## src/rtl/seg_scan_decoder_pkg.sv

```systemverilog
// seg_scan_decoder_pkg: code constants, seven-segment patterns and tracker states shared by
// the scanned-display decoder (and the display driver's encoder).
package seg_scan_decoder_pkg;

  // Digit codes outside the 0x0-0xF value range
  localparam logic [4:0] CODE_BLANK   = 5'h10;
  localparam logic [4:0] CODE_INVALID = 5'h1F;

  // Segment patterns, seg[0]=a .. seg[6]=g, active-high
  localparam logic [6:0] SEG_BLANK = 7'h00;
  localparam logic [6:0] SEG_0     = 7'h3F;
  localparam logic [6:0] SEG_1     = 7'h06;
  localparam logic [6:0] SEG_2     = 7'h5B;
  localparam logic [6:0] SEG_3     = 7'h4F;
  localparam logic [6:0] SEG_4     = 7'h66;
  localparam logic [6:0] SEG_5     = 7'h6D;
  localparam logic [6:0] SEG_6     = 7'h7D;
  localparam logic [6:0] SEG_7     = 7'h07;
  localparam logic [6:0] SEG_8     = 7'h7F;
  localparam logic [6:0] SEG_9     = 7'h6F;
  localparam logic [6:0] SEG_A     = 7'h77;
  localparam logic [6:0] SEG_B     = 7'h7C;
  localparam logic [6:0] SEG_C     = 7'h39;
  localparam logic [6:0] SEG_D     = 7'h5E;
  localparam logic [6:0] SEG_E     = 7'h79;
  localparam logic [6:0] SEG_F     = 7'h71;

  // Stability tracker states
  typedef enum logic [1:0] {
    StWait,
    StSettling,
    StDone
  } scan_state_e;

endpackage

```

## src/rtl/seg7_pattern_decode.sv

```systemverilog
// seg7_pattern_decode: exact-match seven-segment pattern to 5-bit digit code.
// Hex letters A-F are recognised only when SEG_SCAN_HEX_EN is defined; otherwise those
// patterns, like every other unknown pattern, decode to CODE_INVALID.
module seg7_pattern_decode
  import seg_scan_decoder_pkg::*;
(
  input  logic [6:0] pattern_i,
  output logic [4:0] code_o
);

  // Exact-match lookup; partial or extra segments are never rounded to a digit
  always_comb begin
    code_o = CODE_INVALID;
    case (pattern_i)
      SEG_0:     code_o = 5'h00;
      SEG_1:     code_o = 5'h01;
      SEG_2:     code_o = 5'h02;
      SEG_3:     code_o = 5'h03;
      SEG_4:     code_o = 5'h04;
      SEG_5:     code_o = 5'h05;
      SEG_6:     code_o = 5'h06;
      SEG_7:     code_o = 5'h07;
      SEG_8:     code_o = 5'h08;
      SEG_9:     code_o = 5'h09;
      SEG_BLANK: code_o = CODE_BLANK;
`ifdef SEG_SCAN_HEX_EN
      SEG_A:     code_o = 5'h0A;
      SEG_B:     code_o = 5'h0B;
      SEG_C:     code_o = 5'h0C;
      SEG_D:     code_o = 5'h0D;
      SEG_E:     code_o = 5'h0E;
      SEG_F:     code_o = 5'h0F;
`endif
      default:   code_o = CODE_INVALID;
    endcase
  end

endmodule

```

## src/rtl/seg_scan_decoder.sv

```systemverilog
// seg_scan_decoder: samples a multiplexed seven-segment bus, recovers each displayed digit
// once its enable has been stable long enough, and presents a full scan as one parallel
// frame with a valid/ready handshake. Hex-letter decode is enabled by SEG_SCAN_HEX_EN.
module seg_scan_decoder
  import seg_scan_decoder_pkg::*;
#(
  parameter int unsigned NUM_DIGITS = 8,
  parameter int unsigned SETTLE     = 4
) (
  input  logic                    clk,
  input  logic                    rst_n,
  input  logic [6:0]              seg,
  input  logic                    dp,
  input  logic [NUM_DIGITS-1:0]   disp_en,
  output logic [5*NUM_DIGITS-1:0] frame_digits,
  output logic [NUM_DIGITS-1:0]   frame_dp,
  output logic                    frame_valid,
  input  logic                    frame_ready,
  output logic                    frame_bad,
  output logic                    err_onehot,
  output logic                    overrun
);

  localparam int unsigned InW  = 8 + NUM_DIGITS;
  localparam int unsigned CntW = (SETTLE > 1) ? $clog2(SETTLE) : 1;
  localparam logic [CntW-1:0]       CntLast = CntW'(SETTLE - 1);
  localparam logic [NUM_DIGITS-1:0] EnOne   = NUM_DIGITS'(1);

  logic [InW-1:0] sync1_q, sync2_q;

  // Two-flop synchronizer across the whole bus
  always_ff @(posedge clk or negedge rst_n) begin
    if (!rst_n) begin
      sync1_q <= '0;
      sync2_q <= '0;
    end else begin
      sync1_q <= {disp_en, dp, seg};
      sync2_q <= sync1_q;
    end
  end

  logic [6:0]            seg_s;
  logic                  dp_s;
  logic [NUM_DIGITS-1:0] en_s;
  assign {en_s, dp_s, seg_s} = sync2_q;

  // sync1_q is the synchronized bus one cycle ahead, so a mismatch flags a change of the
  // synchronized value without adding a third register stage to the capture latency.
  logic changing;
  assign changing = (sync1_q != sync2_q);

  scan_state_e     state_q;
  logic [CntW-1:0] cnt_q;
  logic            eval;

  // Final unchanged cycle of the settle window: evaluate the bus exactly once
  assign eval = (state_q == StSettling) && !changing && (cnt_q == CntLast);

  // Stability tracker: restart on any change, count unchanged cycles, then hold in done
  always_ff @(posedge clk or negedge rst_n) begin
    if (!rst_n) begin
      state_q <= StWait;
      cnt_q   <= '0;
    end else if (changing) begin
      state_q <= StWait;
      cnt_q   <= '0;
    end else begin
      unique case (state_q)
        StWait: begin
          state_q <= StSettling;
          cnt_q   <= '0;
        end
        StSettling: begin
          if (cnt_q == CntLast) state_q <= StDone;
          else                  cnt_q   <= cnt_q + 1'b1;
        end
        StDone:  state_q <= StDone;
        default: state_q <= StWait;
      endcase
    end
  end

  logic [4:0] code;

  seg7_pattern_decode u_decode (
    .pattern_i (seg_s),
    .code_o    (code)
  );

  logic en_any, en_onehot;
  assign en_any    = |en_s;
  assign en_onehot = en_any && ((en_s & (en_s - EnOne)) == '0);

  logic [NUM_DIGITS-1:0][4:0] work_code_q;
  logic [NUM_DIGITS-1:0]      work_dp_q;
  logic [NUM_DIGITS-1:0]      seen_q;
  logic                       capture, commit, work_bad;

  assign capture = eval && en_onehot;
  // Commit lands the cycle after the last slot write; no capture can coincide with it
  assign commit  = &seen_q;

  // Working slots: latest capture per enable wins until the frame completes
  always_ff @(posedge clk or negedge rst_n) begin
    if (!rst_n) begin
      work_code_q <= '0;
      work_dp_q   <= '0;
      seen_q      <= '0;
    end else begin
      if (capture) begin
        for (int i = 0; i < NUM_DIGITS; i++) begin
          if (en_s[i]) begin
            work_code_q[i] <= code;
            work_dp_q[i]   <= dp_s;
          end
        end
      end
      if (commit)       seen_q <= '0;
      else if (capture) seen_q <= seen_q | en_s;
    end
  end

  // Any invalid digit taints the whole frame
  always_comb begin
    work_bad = 1'b0;
    for (int i = 0; i < NUM_DIGITS; i++) begin
      if (work_code_q[i] == CODE_INVALID) work_bad = 1'b1;
    end
  end

  // Output buffer and status pulses; a frame accepted this cycle frees room for a commit
  always_ff @(posedge clk or negedge rst_n) begin
    if (!rst_n) begin
      frame_digits <= '0;
      frame_dp     <= '0;
      frame_valid  <= 1'b0;
      frame_bad    <= 1'b0;
      err_onehot   <= 1'b0;
      overrun      <= 1'b0;
    end else begin
      err_onehot <= eval && en_any && !en_onehot;
      overrun    <= commit && frame_valid && !frame_ready;
      if (commit && (!frame_valid || frame_ready)) begin
        frame_digits <= work_code_q;
        frame_dp     <= work_dp_q;
        frame_bad    <= work_bad;
        frame_valid  <= 1'b1;
      end else if (frame_valid && frame_ready) begin
        frame_valid <= 1'b0;
      end
    end
  end

endmodule

```

## config.mk

```make
export PLATFORM = sky130hd
export DESIGN_NAME = seg_scan_decoder
export DESIGN_NICKNAME = d
export VERILOG_FILES = /design/src/rtl/seg_scan_decoder_pkg.sv /design/src/rtl/seg7_pattern_decode.sv /design/src/rtl/seg_scan_decoder.sv
export SDC_FILE = /design/constraint.sdc
export NUM_CORES = 1
export LEC_CHECK = 0
export CORE_MARGIN = 2
export CORE_UTILIZATION = 35
export DETAILED_ROUTE_END_ITERATION = 12
export GPL_TIMING_DRIVEN = 0
export PLACE_DENSITY = 0.53
export SLEW_MARGIN = 0
export SYNTH_ARGS = -nofsm -noshare
export SYNTH_HDL_FRONTEND = slang
export SYNTH_SLANG_ARGS = --single-unit
```

## constraint.sdc

```tcl
create_clock -name clk -period 7.4 [get_ports clk]
set_clock_uncertainty 0.15 [all_clocks]
set_input_delay 1.85 -clock clk [delete_from_list [all_inputs] [get_ports clk]]
set_output_delay 1.85 -clock clk [all_outputs]
set_load 0.03 [all_outputs]
```

==> results of run 1 <==
[cell usage in the layout, fill, tap and decap left out, types with 4 or more instances in the layout]
cell	n
sky130_fd_sc_hd__o21ai_0	5
sky130_fd_sc_hd__ha_1	4
sky130_fd_sc_hd__and3_1	5
sky130_fd_sc_hd__bufinv_16	4
sky130_fd_sc_hd__o21a_1	8
sky130_fd_sc_hd__nor4_4	8
sky130_fd_sc_hd__mux2_4	24
sky130_fd_sc_hd__xor2_1	16
sky130_fd_sc_hd__buf_1	4
sky130_fd_sc_hd__dfrtp_1	144
sky130_fd_sc_hd__clkinvlp_4	4
sky130_fd_sc_hd__clkdlybuf4s50_1	69
sky130_fd_sc_hd__nand2_1	11
sky130_fd_sc_hd__nand3_1	13
sky130_fd_sc_hd__nor2_1	14
sky130_fd_sc_hd__mux2_2	73
sky130_fd_sc_hd__inv_1	6
sky130_fd_sc_hd__nor4_1	5
sky130_fd_sc_hd__clkbuf_16	17
sky130_fd_sc_hd__clkbuf_1	13
[critical path: stages]
cell and delay, ns:
sky130_fd_sc_hd__clkdlybuf4s50_1 0.45, sky130_fd_sc_hd__nand2b_1 0.16, sky130_fd_sc_hd__nor2b_1 0.15, sky130_fd_sc_hd__clkbuf_1 0.24, sky130_fd_sc_hd__buf_1 0.56, sky130_fd_sc_hd__mux2_2 0.41
[power groups by stage]
stage	sequential (mW)	clock, mW	combinational, mW
2_1_floorplan	0.817	0	0.0275
3_3_place_gp	0.819	0	0.0590
3_5_place_dp	0.819	0	0.0627
4_1_cts	0.805	0.914	0.0628
5_1_grt	0.806	0.955	0.0693
6_report	0.805	0.891	0.0612
[how the worst max path moves through the flow]
| stage | from | to | slack [ns] | cells after the start |
|---|---|---|---|---|
| 3_3_place_gp | rst_n | frame_digits[11] | -1.27 | 1 |
| 2_1_floorplan | frame_ready | frame_digits[0] | 4.17 | 5 |
| 5_1_grt | frame_ready | frame_digits[36] | 3.59 | 6 |
| 3_5_place_dp | frame_ready | frame_digits[34] | 3.25 | 6 |
| 6_report | frame_ready | frame_digits[35] | 3.73 | 6 |
| 4_1_cts | frame_ready | frame_digits[35] | 3.68 | 6 |
[kinds of logic after synthesis]
kind of cell    count (synthesis)
mux                            99
compound gates                 38
flops                         144
buf+inv                        26
fa+ha+maj                       5
xor+xnor                       17
simple gates                   79
[stage by stage]
step	std cells	hold WS [ns]	setup TNS (ns)	total power, mW
6_report	731	0.237	0	1.76
5_1_grt	731	0.254	0	1.83
4_1_cts	731	0.244	0	1.78
3_5_place_dp	699	0.233	0	0.882
3_3_place_gp	698	0.229	-182.16	0.878
2_1_floorplan	408	0.222	0	0.844
[cell type report]
cell class	instances	area share
repair buffers	71	0.0955
plain buffers	20	0.0115
flip-flops and latches	144	0.472
clock inverters	13	0.0244
multi-input cells	238	0.301
well taps	220	0.0361
clock buffers	19	0.0567
inverters	6	0.00295
[registers in the layout, summed over array words and instances, names as in the netlist]
signal and flops:
sync2_q 16, frame_bad 1, state_q 2, sync1_q 16, work_dp_q 8, frame_digits 40, seen_q 8, frame_dp 8
frame_valid 1, work_code_q 40, overrun 1, err_onehot 1, cnt_q 2
[per-layer routing]
metal  up-vias  part of all wire  global-route usage
li1       1653                 -                   -
met1      1815              0.47               0.193
met2        93              0.47               0.222
met3        19             0.043              0.0417
met4         0             0.021              0.0608
met5         -                 0                   0
==> impl_metrics.env, run 1 <==
export IMPL_synth_area_mm2=0.00600
export IMPL_final_setup_worst_slack_ns=3.73
export IMPL_drive_above_1_share=0.301
export IMPL_synth_most_common_cell="sky130_fd_sc_hd__dfrtp_1"
export IMPL_antenna_found_initial=0
export IMPL_final_fill_count=1507
export IMPL_gr_total_overflow=0
export IMPL_worst_pin_slew_ns=0.942
export IMPL_max_slew_margin_rel=0.355
export IMPL_capture_point_of_the_worst_reg_to_reg_path="work_code_q[20]"
export IMPL_area_delta_synth_final_pct=27.2
export IMPL_design_core_area_mm2=0.0167
export IMPL_cts_repair_resized=0
export IMPL_r2r_slack_ns=4.34
export IMPL_p_leak_nw=3.45
export IMPL_synth_simple_area_share=0.0952
export IMPL_dominantRegCellSynth="sky130_fd_sc_hd__dfrtp_1"
export IMPL_dp_hpwl_mm=8.33
export IMPL_period_needed_ns=3.67
export IMPL_fmax_mhz=272
export IMPL_dieArea_mm2=0.0182
export IMPL_critical_path_startpoint_type="primary input"
export IMPL_floorplan_die_height_um=135
export IMPL_timing_final_crit_share=0.497
export IMPL_drt_wl_total_mm=12.1
export IMPL_numClockSinks=144
export IMPL_cell_internal_pwr_mw=1.38
export IMPL_placement_setup_worst_slack_ns=3.25
export IMPL_cts_root_buf="sky130_fd_sc_hd__clkbuf_16"
export IMPL_layout_cell_area_non_filler_mm2=0.00763
export IMPL_clk_latency_ns=0.42
export IMPL_fin_nets=521
export IMPL_placed_inst_area_mm2=0.00702
export IMPL_synthTopCellsByArea="sky130_fd_sc_hd__dfrtp_1 60%, sky130_fd_sc_hd__mux2_2 14%, sky130_fd_sc_hd__mux2_4 6.0%, sky130_fd_sc_hd__nor4_4 2.8%, sky130_fd_sc_hd__xor2_1 2.3%"
export IMPL_min_delay_endpoint="sync2_q[2]"
export IMPL_edff_count_synth=0
export IMPL_yosys_cell_types_count=55
export IMPL_critPathRequiredTime_ns=7.55
export IMPL_io_pin_count=71
export IMPL_ys_async_sr_fraction=1.00
export IMPL_vias_per_cell=4.90
export IMPL_place_congestion=0.802
export IMPL_ff2ff_path_depth=6
export IMPL_ys_warn_count=0
export IMPL_yosysTopAreaCell="sky130_fd_sc_hd__dfrtp_1"
export IMPL_route_vias_total=3580
export IMPL_synth_fp_nets=431
export IMPL_floorplan_die_width_um=135
export IMPL_p_switching_uw=374
export IMPL_clock_input_transition_at_the_sequential_cells_of_the_worst_setup_and_hold_paths_ns=0.06
export IMPL_cp_end_kind="flop"
export IMPL_routed_wire_length_per_instance_um=16.5
export IMPL_postSynthRegisterBits=144
export IMPL_synth_top_area_share=0.600
export IMPL_report_final_slew_viol_count=0
export IMPL_sequential_cell_area_mm2=0.00360
export IMPL_sequential_cell_area_fraction_in_the_yosys_report=0.600
export IMPL_max_clock_path_buffers=2
export IMPL_synth_compound_area_frac=0.0511
export IMPL_cp_data_arrival_time_ns=3.82
export IMPL_syn_area_per_cell_um2=14.7
export IMPL_number_of_global_route_vias_before_repair=3694
export IMPL_placement_row_count=47
export IMPL_portBuffers=70
export IMPL_list_of_most_frequent_post_synthesis_cells="144 x sky130_fd_sc_hd__dfrtp_1, 73 x sky130_fd_sc_hd__mux2_2, 24 x sky130_fd_sc_hd__mux2_4"
export IMPL_max_cap_violations=0
export IMPL_p_sw_frac=0.213
export IMPL_synth_mux_area_fraction=0.200
export IMPL_numCtsBuffers=17
export IMPL_utilization=0.457
export IMPL_p_per_area_mw_per_mm2=230
export IMPL_grt_start_max_net_pins=87
export IMPL_remaining_drc_errors=0
export IMPL_irDropWorstVdd_mv=0.171
export IMPL_overall_global_routing_resource_usage=0.145
export IMPL_multi_input_comb_area_mm2=0.00230
export IMPL_synth_xor_area_share=0.0248
export IMPL_cts_tree="done"
export IMPL_hp_start="sync1_q[2]"
export IMPL_clock_tree_htree_level_count=4
export IMPL_drt_pass1_iter_count=4
export IMPL_synthAdderAreaFrac=0.0100
export IMPL_antenna_cells_inserted=0
export IMPL_drt_initial_drc_count=130
export IMPL_antenna_left=0
export IMPL_critical_path_class="primary input to flop"
export IMPL_global_route_wire_length_before_repair_mm=19.9
export IMPL_initial_utilization=0.359
export IMPL_hold_viol_final=0
export IMPL_synth_top_family_by_area="multiplexers"
export IMPL_rsz_0062_raised_after_global_routing="no"
export IMPL_setup_violation_total_in_the_final_timing_report=0
export IMPL_rr_startpoint="sync2_q[6]"
export IMPL_cts_hold_buffers=0
export IMPL_run_status="completed"
export IMPL_hold_path_class="flop to flop"
export IMPL_post_cts_buffers=0
export IMPL_clkPwrFrac=0.507
export IMPL_combinationalPowerShare=0.035
export IMPL_hold_depth=0
export IMPL_seq_power_share=0.458
export IMPL_worst_path_max_fanout=10
export IMPL_synth_cells=408
Note: power is estimated with default switching activity, not from simulation.
==> run 2, diff against run 1 <==
==> constraint.sdc (replaced) <==
create_clock -name clk -period 3.6 [get_ports clk]
set_clock_uncertainty 0.15 [all_clocks]
set_input_delay 0.9 -clock clk [delete_from_list [all_inputs] [get_ports clk]]
set_output_delay 0.9 -clock clk [all_outputs]
set_load 0.03 [all_outputs]
==> results of run 2 <==
Same layout as run 1 (identical final DEF). Status: completed.
Among the figures that moved: setup slack after placement 3.25 ns -> 0.396 ns; setup slack after layout 3.73 ns -> 0.542 ns; start point of the critical path frame_ready -> sync2_q[6]; end point of the critical path frame_digits[35] -> work_code_q[20]; register-to-register setup slack 4.34 ns -> 0.54 ns; total power 1.76 mW -> 3.61 mW; worst IR drop on VDD 0.171 mV -> 0.352 mV
==> run 3, diff against run 2 <==
==> constraint.sdc (replaced) <==
create_clock -name clk -period 2.85 [get_ports clk]
set_clock_uncertainty 0.15 [all_clocks]
set_input_delay 0.7125 -clock clk [delete_from_list [all_inputs] [get_ports clk]]
set_output_delay 0.7125 -clock clk [all_outputs]
set_load 0.03 [all_outputs]
==> run 3 against run 2 <==
Setup slack got worse by 0.47 ns. Count of clock-buffer cells in the layout unchanged. Global-route usage about the same. Via count increased by 1.3%. Wire length increased by 1.4%. Utilization increased by 0.71 points. Critical endpoint is now work_code_q[0]. Clock power increased by 27%. First-iteration DRC count decreased by 3.1%.
==> impl_metrics.env, run 3 (synthesized netlist as in run 1, its figures left out) <==
export IMPL_rr_startpoint="sync2_q[8]"
export IMPL_critPathRequiredTime_ns=3.00
export IMPL_initial_utilization=0.359
export IMPL_io_pin_count=71
export IMPL_sequential_cell_area_mm2=0.00360
export IMPL_hold_viol_final=0
export IMPL_clock_tree_htree_level_count=4
export IMPL_drt_initial_drc_count=126
export IMPL_fin_nets=529
export IMPL_final_fill_count=1502
export IMPL_placement_row_count=47
export IMPL_grt_start_max_net_pins=87
export IMPL_total_power_mw=4.58
export IMPL_portBuffers=70
export IMPL_cp_end_kind="flop"
export IMPL_most_common_layout_cells="143 x sky130_fd_sc_hd__dfrtp_1, 73 x sky130_fd_sc_hd__mux2_2, 69 x sky130_fd_sc_hd__clkdlybuf4s50_1"
export IMPL_vias_per_cell=4.91
export IMPL_place_congestion=0.802
export IMPL_p_per_area_mw_per_mm2=590
export IMPL_numClockSinks=144
export IMPL_final_setup_worst_slack_ns=0.0723
export IMPL_run_status="completed"
export IMPL_dp_hpwl_mm=8.33
export IMPL_drt_pass1_iter_count=4
export IMPL_antenna_found_initial=0
export IMPL_largestRegisters="frame_digits (40), work_code_q (40)"
export IMPL_rsz_0062_raised_after_global_routing="yes"
export IMPL_area_delta_synth_final_pct=29.2
export IMPL_clk_latency_ns=0.42
export IMPL_layout_commonest_cell="sky130_fd_sc_hd__dfrtp_1"
export IMPL_drt_wl_total_mm=12.3
export IMPL_period_needed_ns=2.78
export IMPL_global_route_wire_length_before_repair_mm=19.8
export IMPL_design_core_area_mm2=0.0167
export IMPL_timing_critical_path_from="sync2_q[8]"
export IMPL_antenna_cells_inserted=0
export IMPL_clock_input_transition_at_the_sequential_cells_of_the_worst_setup_and_hold_paths_ns=0.06
export IMPL_layout_cell_area_non_filler_mm2=0.00775
export IMPL_antenna_left=0
export IMPL_dieArea_mm2=0.0182
export IMPL_floorplan_die_width_um=135
export IMPL_critical_path_class="flop to flop"
export IMPL_gr_total_overflow=0
export IMPL_cts_tree="done"
export IMPL_max_cap_violations=0
export IMPL_worst_path_max_fanout=7
export IMPL_report_final_slew_viol_count=0
export IMPL_placement_setup_worst_slack_ns=-0.182
export IMPL_max_slew_margin_rel=0.424
export IMPL_fmax_mhz=360
export IMPL_capture_point_of_the_worst_reg_to_reg_path="work_code_q[0]"
export IMPL_hold_path_class="primary input to asynchronous set/reset pin"
export IMPL_critical_path_startpoint_type="flop"
export IMPL_p_leak_nw=3.51
export IMPL_floorplan_die_height_um=135
export IMPL_multi_input_comb_area_mm2=0.00233
export IMPL_number_of_global_route_vias_before_repair=3694
export IMPL_utilization=0.464
export IMPL_drive_above_1_share=0.322
export IMPL_setup_violation_total_in_the_final_timing_report=0
export IMPL_cp_data_arrival_time_ns=2.93
export IMPL_r2r_slack_ns=0.07
export IMPL_overall_global_routing_resource_usage=0.144
export IMPL_numCtsBuffers=17
export IMPL_ff2ff_path_depth=6
export IMPL_max_clock_path_buffers=2
export IMPL_route_vias_total=3626
export IMPL_worst_pin_slew_ns=0.864
export IMPL_routed_wire_length_per_instance_um=16.6
export IMPL_cts_root_buf="sky130_fd_sc_hd__clkbuf_16"
export IMPL_placed_inst_area_mm2=0.00702
export IMPL_irDropWorstVdd_mv=0.445
export IMPL_remaining_drc_errors=0
export IMPL_timing_final_crit_share=0.975
[run 3: area by class of cell]
class                   count  area share
flip-flops and latches    144       0.465
clock inverters            13      0.0240
repair buffers             80       0.106
clock buffers              19      0.0558
plain buffers              19      0.0108
well taps                 220      0.0355
multi-input cells         238       0.300
inverters                   6     0.00290
[run 3: worst max path at each step]
stage                       endpoint  slack [ns]  depth (start not counted)
global route         work_code_q[32]       -0.02                          6
finish                work_code_q[0]        0.07                          6
floorplan             work_code_q[0]        0.28                          5
CTS                     work_dp_q[4]       0.001                          6
detailed placement   work_code_q[20]       -0.18                          6
global placement    frame_digits[11]       -4.69                          1
[run 3: power by group]
group / internal, mW / total, mW / switching [mW]
sequential: 2.07 / 2.09 / 0.0214
clock: 1.47 / 2.32 / 0.850
combinational: 0.0624 / 0.169 / 0.107
total: 3.60 / 4.58 / 0.978
[run 3: layer usage]
layer	vias up	wire length, um	share of wire	GRT usage
met2	85	5760	0.47	0.221
met5	-	0	0	0
met3	19	483	0.039	0.0417
met4	0	250	0.020	0.0608
met1	1849	5750	0.47	0.192
li1	1673	-	-	-
[run 3: per-stage QoR]
stage / TNS [ns] / instances / hold WS (ns)
global placement: -678.91 / 698 / 0.229
finish: 0 / 739 / 0.103
global route: -0.0616 / 739 / 0.135
floorplan: 0 / 408 / 0.222
detailed placement: -8.28 / 699 / 0.233
CTS: 0 / 733 / 0.110
[run 3: repair_timing]
action | CTS | global route
hold endpoints to repair | 0 | 0
hold buffers | 0 | 0
pin swaps | 3 | 7
setup buffers | 2 | 7
setup endpoints to repair | 36 | 42
gates resized for setup | 2 | 5
[run 3: critical path: stages, from the launching register on]
cell and delay [ns]:
sky130_fd_sc_hd__dfrtp_2 0.44, sky130_fd_sc_hd__or4_4 0.61, sky130_fd_sc_hd__or3_4 0.40, sky130_fd_sc_hd__a221oi_4 0.51, sky130_fd_sc_hd__nor4_4 0.10, sky130_fd_sc_hd__buf_12 0.16, sky130_fd_sc_hd__mux2_4 0.29
